`src/rtl/qspi_psram_fe_if.sv`:
```
// rtl/qspi_psram_fe_if.sv - QPI pin and nibble-RAM port bundle for the PSRAM front end
interface qspi_psram_fe_if;
    logic        qspi_sck;
    logic        qspi_ce_n;
    logic [3:0]  sio_in;
    logic [3:0]  sio_out;
    logic        sio_oe;
    logic [16:0] ram_radr;
    logic [3:0]  ram_rdata;
    logic [16:0] ram_wadr;
    logic [3:0]  ram_wdata;
    logic        ram_wen;

    modport master (
        output qspi_sck, qspi_ce_n, sio_in, ram_rdata,
        input  sio_out, sio_oe, ram_radr, ram_wadr, ram_wdata, ram_wen
    );

    modport slave (
        input  qspi_sck, qspi_ce_n, sio_in, ram_rdata,
        output sio_out, sio_oe, ram_radr, ram_wadr, ram_wdata, ram_wen
    );
endinterface

```
`src/rtl/qspi_psram_fe.sv`:
```
// rtl/qspi_psram_fe.sv - QSPI PSRAM device-model front end on oversampled QPI pins
// Optional QSPI_WRAP1K_EN: pointer wraps within bits [10:0] (1 KB burst page).
module qspi_psram_fe #(
    parameter int         DUMMY_CYC   = 6,
    parameter logic [7:0] CMD_WRITE   = 8'h38,
    parameter logic [7:0] CMD_READ    = 8'hEB,
    parameter int         SYNC_STAGES = 2
) (
    input  logic              clk,
    input  logic              rst_n,
    qspi_psram_fe_if.slave    bus
);
    localparam int CNT_MAX = (DUMMY_CYC > 6) ? DUMMY_CYC : 6;
    localparam int CW      = $clog2(CNT_MAX);

    typedef enum logic [2:0] {
        IDLE, CMD, ADDR, DUMMY, RDATA, WDATA, IGNORE
    } state_t;

    logic [SYNC_STAGES-1:0] sck_sync;
    logic [SYNC_STAGES-1:0] ce_sync;
    logic [3:0]             sio_sync [SYNC_STAGES];
    logic                   sck_d;

    always_ff @(posedge clk or negedge rst_n) begin
        if (!rst_n) begin
            sck_sync <= '0;
            ce_sync  <= '1;
            sck_d    <= 1'b0;
            for (int i = 0; i < SYNC_STAGES; i++) sio_sync[i] <= 4'h0;
        end else begin
            sck_sync    <= {sck_sync[SYNC_STAGES-2:0], bus.qspi_sck};
            ce_sync     <= {ce_sync[SYNC_STAGES-2:0], bus.qspi_ce_n};
            sck_d       <= sck_sync[SYNC_STAGES-1];
            sio_sync[0] <= bus.sio_in;
            for (int i = 1; i < SYNC_STAGES; i++) sio_sync[i] <= sio_sync[i-1];
        end
    end

    logic       sck_s, ce_s, rise, fall;
    logic [3:0] sio_s;

    // sio is taken from the same stage as sck so a nibble lines up with its edge
    assign sck_s = sck_sync[SYNC_STAGES-1];
    assign ce_s  = ce_sync[SYNC_STAGES-1];
    assign sio_s = sio_sync[SYNC_STAGES-1];
    assign rise  = sck_s & ~sck_d;
    assign fall  = ~sck_s & sck_d;

    state_t        state;
    logic [CW-1:0] cnt;
    logic          is_read;
    logic [3:0]    op_hi;
    logic [11:0]   addr_sh;
    logic [16:0]   ptr, ptr_next;
    logic [16:0]   radr_q, wadr_q;
    logic [3:0]    wdata_q, sio_out_q;
    logic          wen_q, sio_oe_q;

`ifdef QSPI_WRAP1K_EN
    assign ptr_next = {ptr[16:11], ptr[10:0] + 11'd1};
`else
    assign ptr_next = ptr + 17'd1;
`endif

    always_ff @(posedge clk or negedge rst_n) begin
        if (!rst_n) begin
            state     <= IDLE;
            cnt       <= '0;
            is_read   <= 1'b0;
            op_hi     <= 4'h0;
            addr_sh   <= 12'h0;
            ptr       <= 17'h0;
            radr_q    <= 17'h0;
            wadr_q    <= 17'h0;
            wdata_q   <= 4'h0;
            wen_q     <= 1'b0;
            sio_out_q <= 4'h0;
            sio_oe_q  <= 1'b0;
        end else begin
            wen_q <= 1'b0;
            // Deselect overrides any edge seen in the same clk
            if (ce_s) begin
                state    <= IDLE;
                cnt      <= '0;
                sio_oe_q <= 1'b0;
            end else begin
                case (state)
                    IDLE: begin
                        state <= CMD;
                        cnt   <= '0;
                    end
                    CMD: if (rise) begin
                        op_hi <= sio_s;
                        cnt   <= cnt + 1'b1;
                        if (cnt == CW'(1)) begin
                            cnt <= '0;
                            if ({op_hi, sio_s} == CMD_WRITE) begin
                                is_read <= 1'b0;
                                state   <= ADDR;
                            end else if ({op_hi, sio_s} == CMD_READ) begin
                                is_read <= 1'b1;
                                state   <= ADDR;
                            end else begin
                                state <= IGNORE;
                            end
                        end
                    end
                    // Only the low 16 address bits survive; the top byte shifts out
                    ADDR: if (rise) begin
                        addr_sh <= {addr_sh[7:0], sio_s};
                        cnt     <= cnt + 1'b1;
                        if (cnt == CW'(5)) begin
                            ptr   <= {addr_sh, sio_s, 1'b0};
                            cnt   <= '0;
                            state <= is_read ? DUMMY : WDATA;
                        end
                    end
                    DUMMY: if (rise) begin
                        cnt <= cnt + 1'b1;
                        if (cnt == CW'(DUMMY_CYC - 1)) begin
                            radr_q <= ptr;
                            state  <= RDATA;
                        end
                    end
                    RDATA: if (fall) begin
                        sio_out_q <= bus.ram_rdata;
                        sio_oe_q  <= 1'b1;
                        ptr       <= ptr_next;
                        radr_q    <= ptr_next;
                    end
                    WDATA: if (rise) begin
                        wen_q   <= 1'b1;
                        wadr_q  <= ptr;
                        wdata_q <= sio_s;
                        ptr     <= ptr_next;
                    end
                    IGNORE: sio_oe_q <= 1'b0;
                    default: state <= IDLE;
                endcase
            end
        end
    end

    assign bus.sio_out   = sio_out_q;
    assign bus.sio_oe    = sio_oe_q;
    assign bus.ram_radr  = radr_q;
    assign bus.ram_wadr  = wadr_q;
    assign bus.ram_wdata = wdata_q;
    assign bus.ram_wen   = wen_q;
endmodule
```
`src/flat_wrapper.sv`:
```
// flat-port wrapper written by rule: the top's interface ports become plain ports
module qspi_psram_fe_flat 
#(
    parameter int         DUMMY_CYC   = 6,
    parameter logic [7:0] CMD_WRITE   = 8'h38,
    parameter logic [7:0] CMD_READ    = 8'hEB,
    parameter int         SYNC_STAGES = 2
)
  (clk, rst_n, bus_qspi_sck, bus_qspi_ce_n, bus_sio_in, bus_ram_rdata, bus_sio_out, bus_sio_oe, bus_ram_radr, bus_ram_wadr, bus_ram_wdata, bus_ram_wen);
  qspi_psram_fe_if bus_i ();
  input  logic clk;
  input  logic rst_n;
  input wire logic [$bits(bus_i.qspi_sck)-1:0] bus_qspi_sck;
  input wire logic [$bits(bus_i.qspi_ce_n)-1:0] bus_qspi_ce_n;
  input wire logic [$bits(bus_i.sio_in)-1:0] bus_sio_in;
  input wire logic [$bits(bus_i.ram_rdata)-1:0] bus_ram_rdata;
  output wire logic [$bits(bus_i.sio_out)-1:0] bus_sio_out;
  output wire logic [$bits(bus_i.sio_oe)-1:0] bus_sio_oe;
  output wire logic [$bits(bus_i.ram_radr)-1:0] bus_ram_radr;
  output wire logic [$bits(bus_i.ram_wadr)-1:0] bus_ram_wadr;
  output wire logic [$bits(bus_i.ram_wdata)-1:0] bus_ram_wdata;
  output wire logic [$bits(bus_i.ram_wen)-1:0] bus_ram_wen;
  assign bus_i.qspi_sck = bus_qspi_sck;
  assign bus_i.qspi_ce_n = bus_qspi_ce_n;
  assign bus_i.sio_in = bus_sio_in;
  assign bus_i.ram_rdata = bus_ram_rdata;
  assign bus_sio_out = bus_i.sio_out;
  assign bus_sio_oe = bus_i.sio_oe;
  assign bus_ram_radr = bus_i.ram_radr;
  assign bus_ram_wadr = bus_i.ram_wadr;
  assign bus_ram_wdata = bus_i.ram_wdata;
  assign bus_ram_wen = bus_i.ram_wen;
  qspi_psram_fe #(.DUMMY_CYC(DUMMY_CYC), .CMD_WRITE(CMD_WRITE), .CMD_READ(CMD_READ), .SYNC_STAGES(SYNC_STAGES)) u_core (.clk(clk), .rst_n(rst_n), .bus(bus_i));
endmodule
```
`config.mk`:
```
export PLATFORM = sky130hd
export DESIGN_NAME = qspi_psram_fe_flat
export DESIGN_NICKNAME = d
export VERILOG_FILES = /design/src/rtl/qspi_psram_fe_if.sv /design/src/rtl/qspi_psram_fe.sv /design/src/flat_wrapper.sv
export SDC_FILE = /design/constraint.sdc
export NUM_CORES = 1
export LEC_CHECK = 0
export ABC_AREA = 1
export CORE_MARGIN = 2
export CORE_UTILIZATION = 55
export CTS_CLUSTER_DIAMETER = 120
export DETAILED_ROUTE_END_ITERATION = 6
export GPL_TIMING_DRIVEN = 0
export PLACE_DENSITY = 0.79
export SLEW_MARGIN = 20
export SYNTH_ARGS = -nofsm -noshare
export SYNTH_HDL_FRONTEND = slang
export SYNTH_SLANG_ARGS = --single-unit
export TNS_END_PERCENT = 5
```
`constraint.sdc`:
```
create_clock -name clk -period 1.75 [get_ports clk]
set_input_delay 0.525 -clock clk [delete_from_list [all_inputs] [get_ports clk]]
set_output_delay 0.525 -clock clk [all_outputs]
set_load 0.02 [all_outputs]
```
==> flow_metrics.py <==
metrics = {
    "pwr": {
        "power_mw": 8.44,
        "p_clk_frac": 0.189,
        "p_int_mw": 4.82,
        "peakVddDrop_mv": 0.822,
        "seqPwrFrac": 0.400,
        "power.leakage_nw": 2.77,
        "power_switching_mw": 3.62,
        "netSwitchingFraction": 0.429,
        "combinationalPowerShare": 0.411,
        "power.density_mw_per_mm2": 1520,
    },
    "die": {
        "die_h_um": 95.7,
        "io_pins": 56,
        "start_util": 0.566,
        "core_area_mm2": 0.00818,
        "die-area_mm2": 0.00917,
        "rows": 33,
        "fp.dieW_um": 95.7,
    },
    "sta": {
        "worst_pin_slew_ps": 570,
        "final.setup_skew_ps": 15.3,
        "finalSetupViolCount": 0,
        "fin_ws_ps": 108,
        "fin_crit_ps": 1640,
        "fmax_mhz": 609,
        "maxSlewHeadroom": 0.620,
        "rsz0062_at_grt": "true",
        "finalCritPeriodShare": 0.938,
        "fin_setup_tns_ps": 0,
        "hold_viol_final": 0,
        "hold_slack_ps": 9.94,
        "finalMaxSlewViolations": 0,
    },
    "critical_path": {
        "path_max_fanout": 10,
        "cp.required_ps": 2010,
        "criticalPathCategory": "flop to flop",
        "cp-start-kind": "flop",
        "cp-end-kind": "flop",
        "cp_data_arrival_time_ps": 1900,
    },
    "synth": {
        "mappedNetlistArea_mm2": 0.00463,
        "yosysWarnings": 0,
        "synthDominantAreaCellType": "dfrtp_1",
        "yosysMostFrequentCell": "nand2_1",
        "yosysSeqAreaShare": 0.525,
        "async_flop_share": 1.00,
        "synth_edf_count": 0,
        "syn_avg_cell_area_um2": 8.04,
        "synth_top_cell_area_share": 0.514,
        "synth_flop_cell": "dfrtp_1",
        "synth_common_cells": "nand2_1 (190), dfrtp_1 (95), nand3_1 (60), inv_1 (59), o21ai_0 (59)",
        "ys_seq_elements": 97,
        "synth_nets": 591,
        "synthDistinctLibCells": 28,
        "syn_inst": 576,
        "synthTopCellsByArea": "dfrtp_1 (51%), nand2_1 (15%), nand3_1 (6.5%)",
    },
    "global_routing": {
        "grt_first_pass_wirelength_um": 18400,
        "grt_pass1_vias": 3753,
        "overflow": 0,
        "grt_max_degree": 67,
        "grtUsageTotal": 0.265,
        "antenna_found_initial": 0,
    },
    "place": {
        "place_congestion": 0.906,
        "post_dp_cell_area_mm2": 0.00534,
        "hpwl_um": 8400,
        "pre_cts_ws_ps": -132,
        "placement.io_buffers": 55,
        "place_inst": 737,
    },
    "clocking": {
        "numCtsBuffers": 9,
        "clock_sinks": 97,
        "clk_latency_ps": 370,
        "holdBufCountCts": 0,
        "root_buffer": "clkbuf_8",
        "post_cts_buffers": 0,
        "cts_max_path_buffers": 2,
        "htree_num_levels": 3,
        "path_clk_slew_ps": 100,
        "cts_tree": "done",
    },
    "layout": {
        "design_area_mm2": 0.00555,
        "drive_above_1_share": 0.105,
        "area_growth_pct": 19.8,
        "final_cells": 753,
        "antenna_cells": 0,
        "utilization": 0.678,
        "finalNetCount": 658,
        "nFillCells": 707,
    },
    "detailed_routing": {
        "drt_iter0_markers": 257,
        "routed_via_density": 5.39,
        "drc": 0,
        "avgRoutedWirePerCell_um": 14.7,
        "routed_wl_um": 11100,
        "route.vias.total": 4057,
        "first_pass_iters": 5,
        "drtAntennaViolNets": 0,
    },
    "flow_run": {
        "max-cap-violations": 0,
    },
    "outcome": {
        "outcome": "finished, final reports clean",
    },
    "worst_hold_path": {
        "min_path_type": "input port to asynchronous set/reset pin",
    },
}
## cells in the final DEF (no fill, tap or decap), types with 2 or more instances in the layout
| cell | synthesis | layout |
|---|---|---|
| or2_2 | 2 | 2 |
| dlygate4sd2_1 | 0 | 44 |
| o21ai_1 | 2 | 2 |
| nand2_2 | 4 | 6 |
| buf_6 | 4 | 5 |
| clkbuf_4 | 0 | 5 |
| inv_2 | 2 | 4 |
| nor3_1 | 3 | 3 |
| nand3_1 | 60 | 60 |
| clkbuf_2 | 0 | 3 |
| dfrtp_1 | 95 | 92 |
| nand2_1 | 190 | 188 |
| nor2_1 | 38 | 32 |
| o211ai_1 | 6 | 6 |
| inv_1 | 59 | 57 |
| xor2_1 | 4 | 4 |
| dfstp_2 | 2 | 2 |
| inv_8 | 0 | 3 |
| nor2_2 | 2 | 8 |
| nand4_1 | 7 | 7 |
| buf_2 | 8 | 3 |
| mux2_2 | 4 | 4 |
| clkdlybuf4s50_1 | 0 | 10 |
| o21ai_0 | 59 | 58 |
| dfrtp_2 | 0 | 3 |
| a21oi_1 | 8 | 8 |
| nor2_4 | 3 | 3 |
| clkbuf_8 | 0 | 10 |
| ha_1 | 3 | 3 |
| o21bai_1 | 3 | 3 |
## kinds of logic after synthesis
family / after synthesis / share of synthesized area
DFF: 97 / 0.525
AOI/OAI and AO/OA: 81 / 0.0959
adders and majority gates: 3 / 0.00811
xor gates and xnor gates: 4 / 0.00757
buffers and inverters: 77 / 0.0711
muxes: 4 / 0.00973
and+or+nand+nor: 310 / 0.283
## path summary, 6_finish.rpt
path	cells after the start	slack [ps]	from	to
worst max-delay path	9	110	u_core.state[0]	u_core.ptr[6]
worst min-delay path	1	10	rst_n	u_core.bus.ram_wadr[1]
worst max register to register	9	110	u_core.state[0]	u_core.ptr[6]
worst min register to register	0	360	u_core.ce_sync[0]	u_core.ce_sync[1]
max in group asynchronous	2	1070	rst_n	u_core.ce_sync[0]
min in group clk	0	360	u_core.ce_sync[0]	u_core.ce_sync[1]
## power by group through the flow
stage	logic, mW	clock network [mW]	registers [mW]
6_report	3.47	1.60	3.37
5_1_grt	3.90	1.69	3.46
4_1_cts	3.45	1.61	3.36
3_5_place_dp	3.64	0	3.42
3_3_place_gp	3.58	0	3.39
2_1_floorplan	1.94	0	3.72
## registers in the layout, indices dropped and copies added, names as in the netlist
register and count:
u_core.cnt 3, u_core.bus.sio_oe 1, u_core.ce_sync 2, u_core.bus.ram_wdata 4, u_core.sio_s 4, u_core.bus.ram_wadr 17
u_core.bus.ram_radr 17, u_core.sio_sync 4, u_core.state 3, u_core.is_read 1, u_core.ptr 17, u_core.sck_sync 2
u_core.sck_d 1, u_core.addr_sh 12, u_core.op_hi 4, u_core.bus.sio_out 4, u_core.bus.ram_wen 1
## layout make-up
class	count	area, um^2	area share
Clock inverter	6	80.1	0.0144
Sequential cell	97	2430	0.439
Inverter	61	229	0.0413
Timing Repair Buffer	56	524	0.0945
Buffer	16	116	0.0210
Clock buffer	10	138	0.0248
Tap cell	105	131	0.0237
Multi-Input combinational cell	402	1890	0.342
## worst max-delay path, cell delays in order (launching register included)
cell	delay [ps]
dfrtp_2	470
nor2_4	180
nand2_2	170
nand3_1	140
nand2_2	100
nor2_4	180
inv_2	70
buf_6	140
nand2_1	60
nand2_1	50
## timing repair
item | CTS | global route
endpoints found under the hold margin | 0 | 0
pin swaps | 0 | 1
endpoints found under the setup margin | 60 | 51
resized for setup | 47 | 21
## layer usage
metal / routed length (um) / GRT usage
met1: 5030 / 0.379
met2: 5180 / 0.423
met3: 658 / 0.0431
met4: 229 / 0.0714
met5: 0 / 0
No activity file was read; power rests on OpenSTA's default activity.
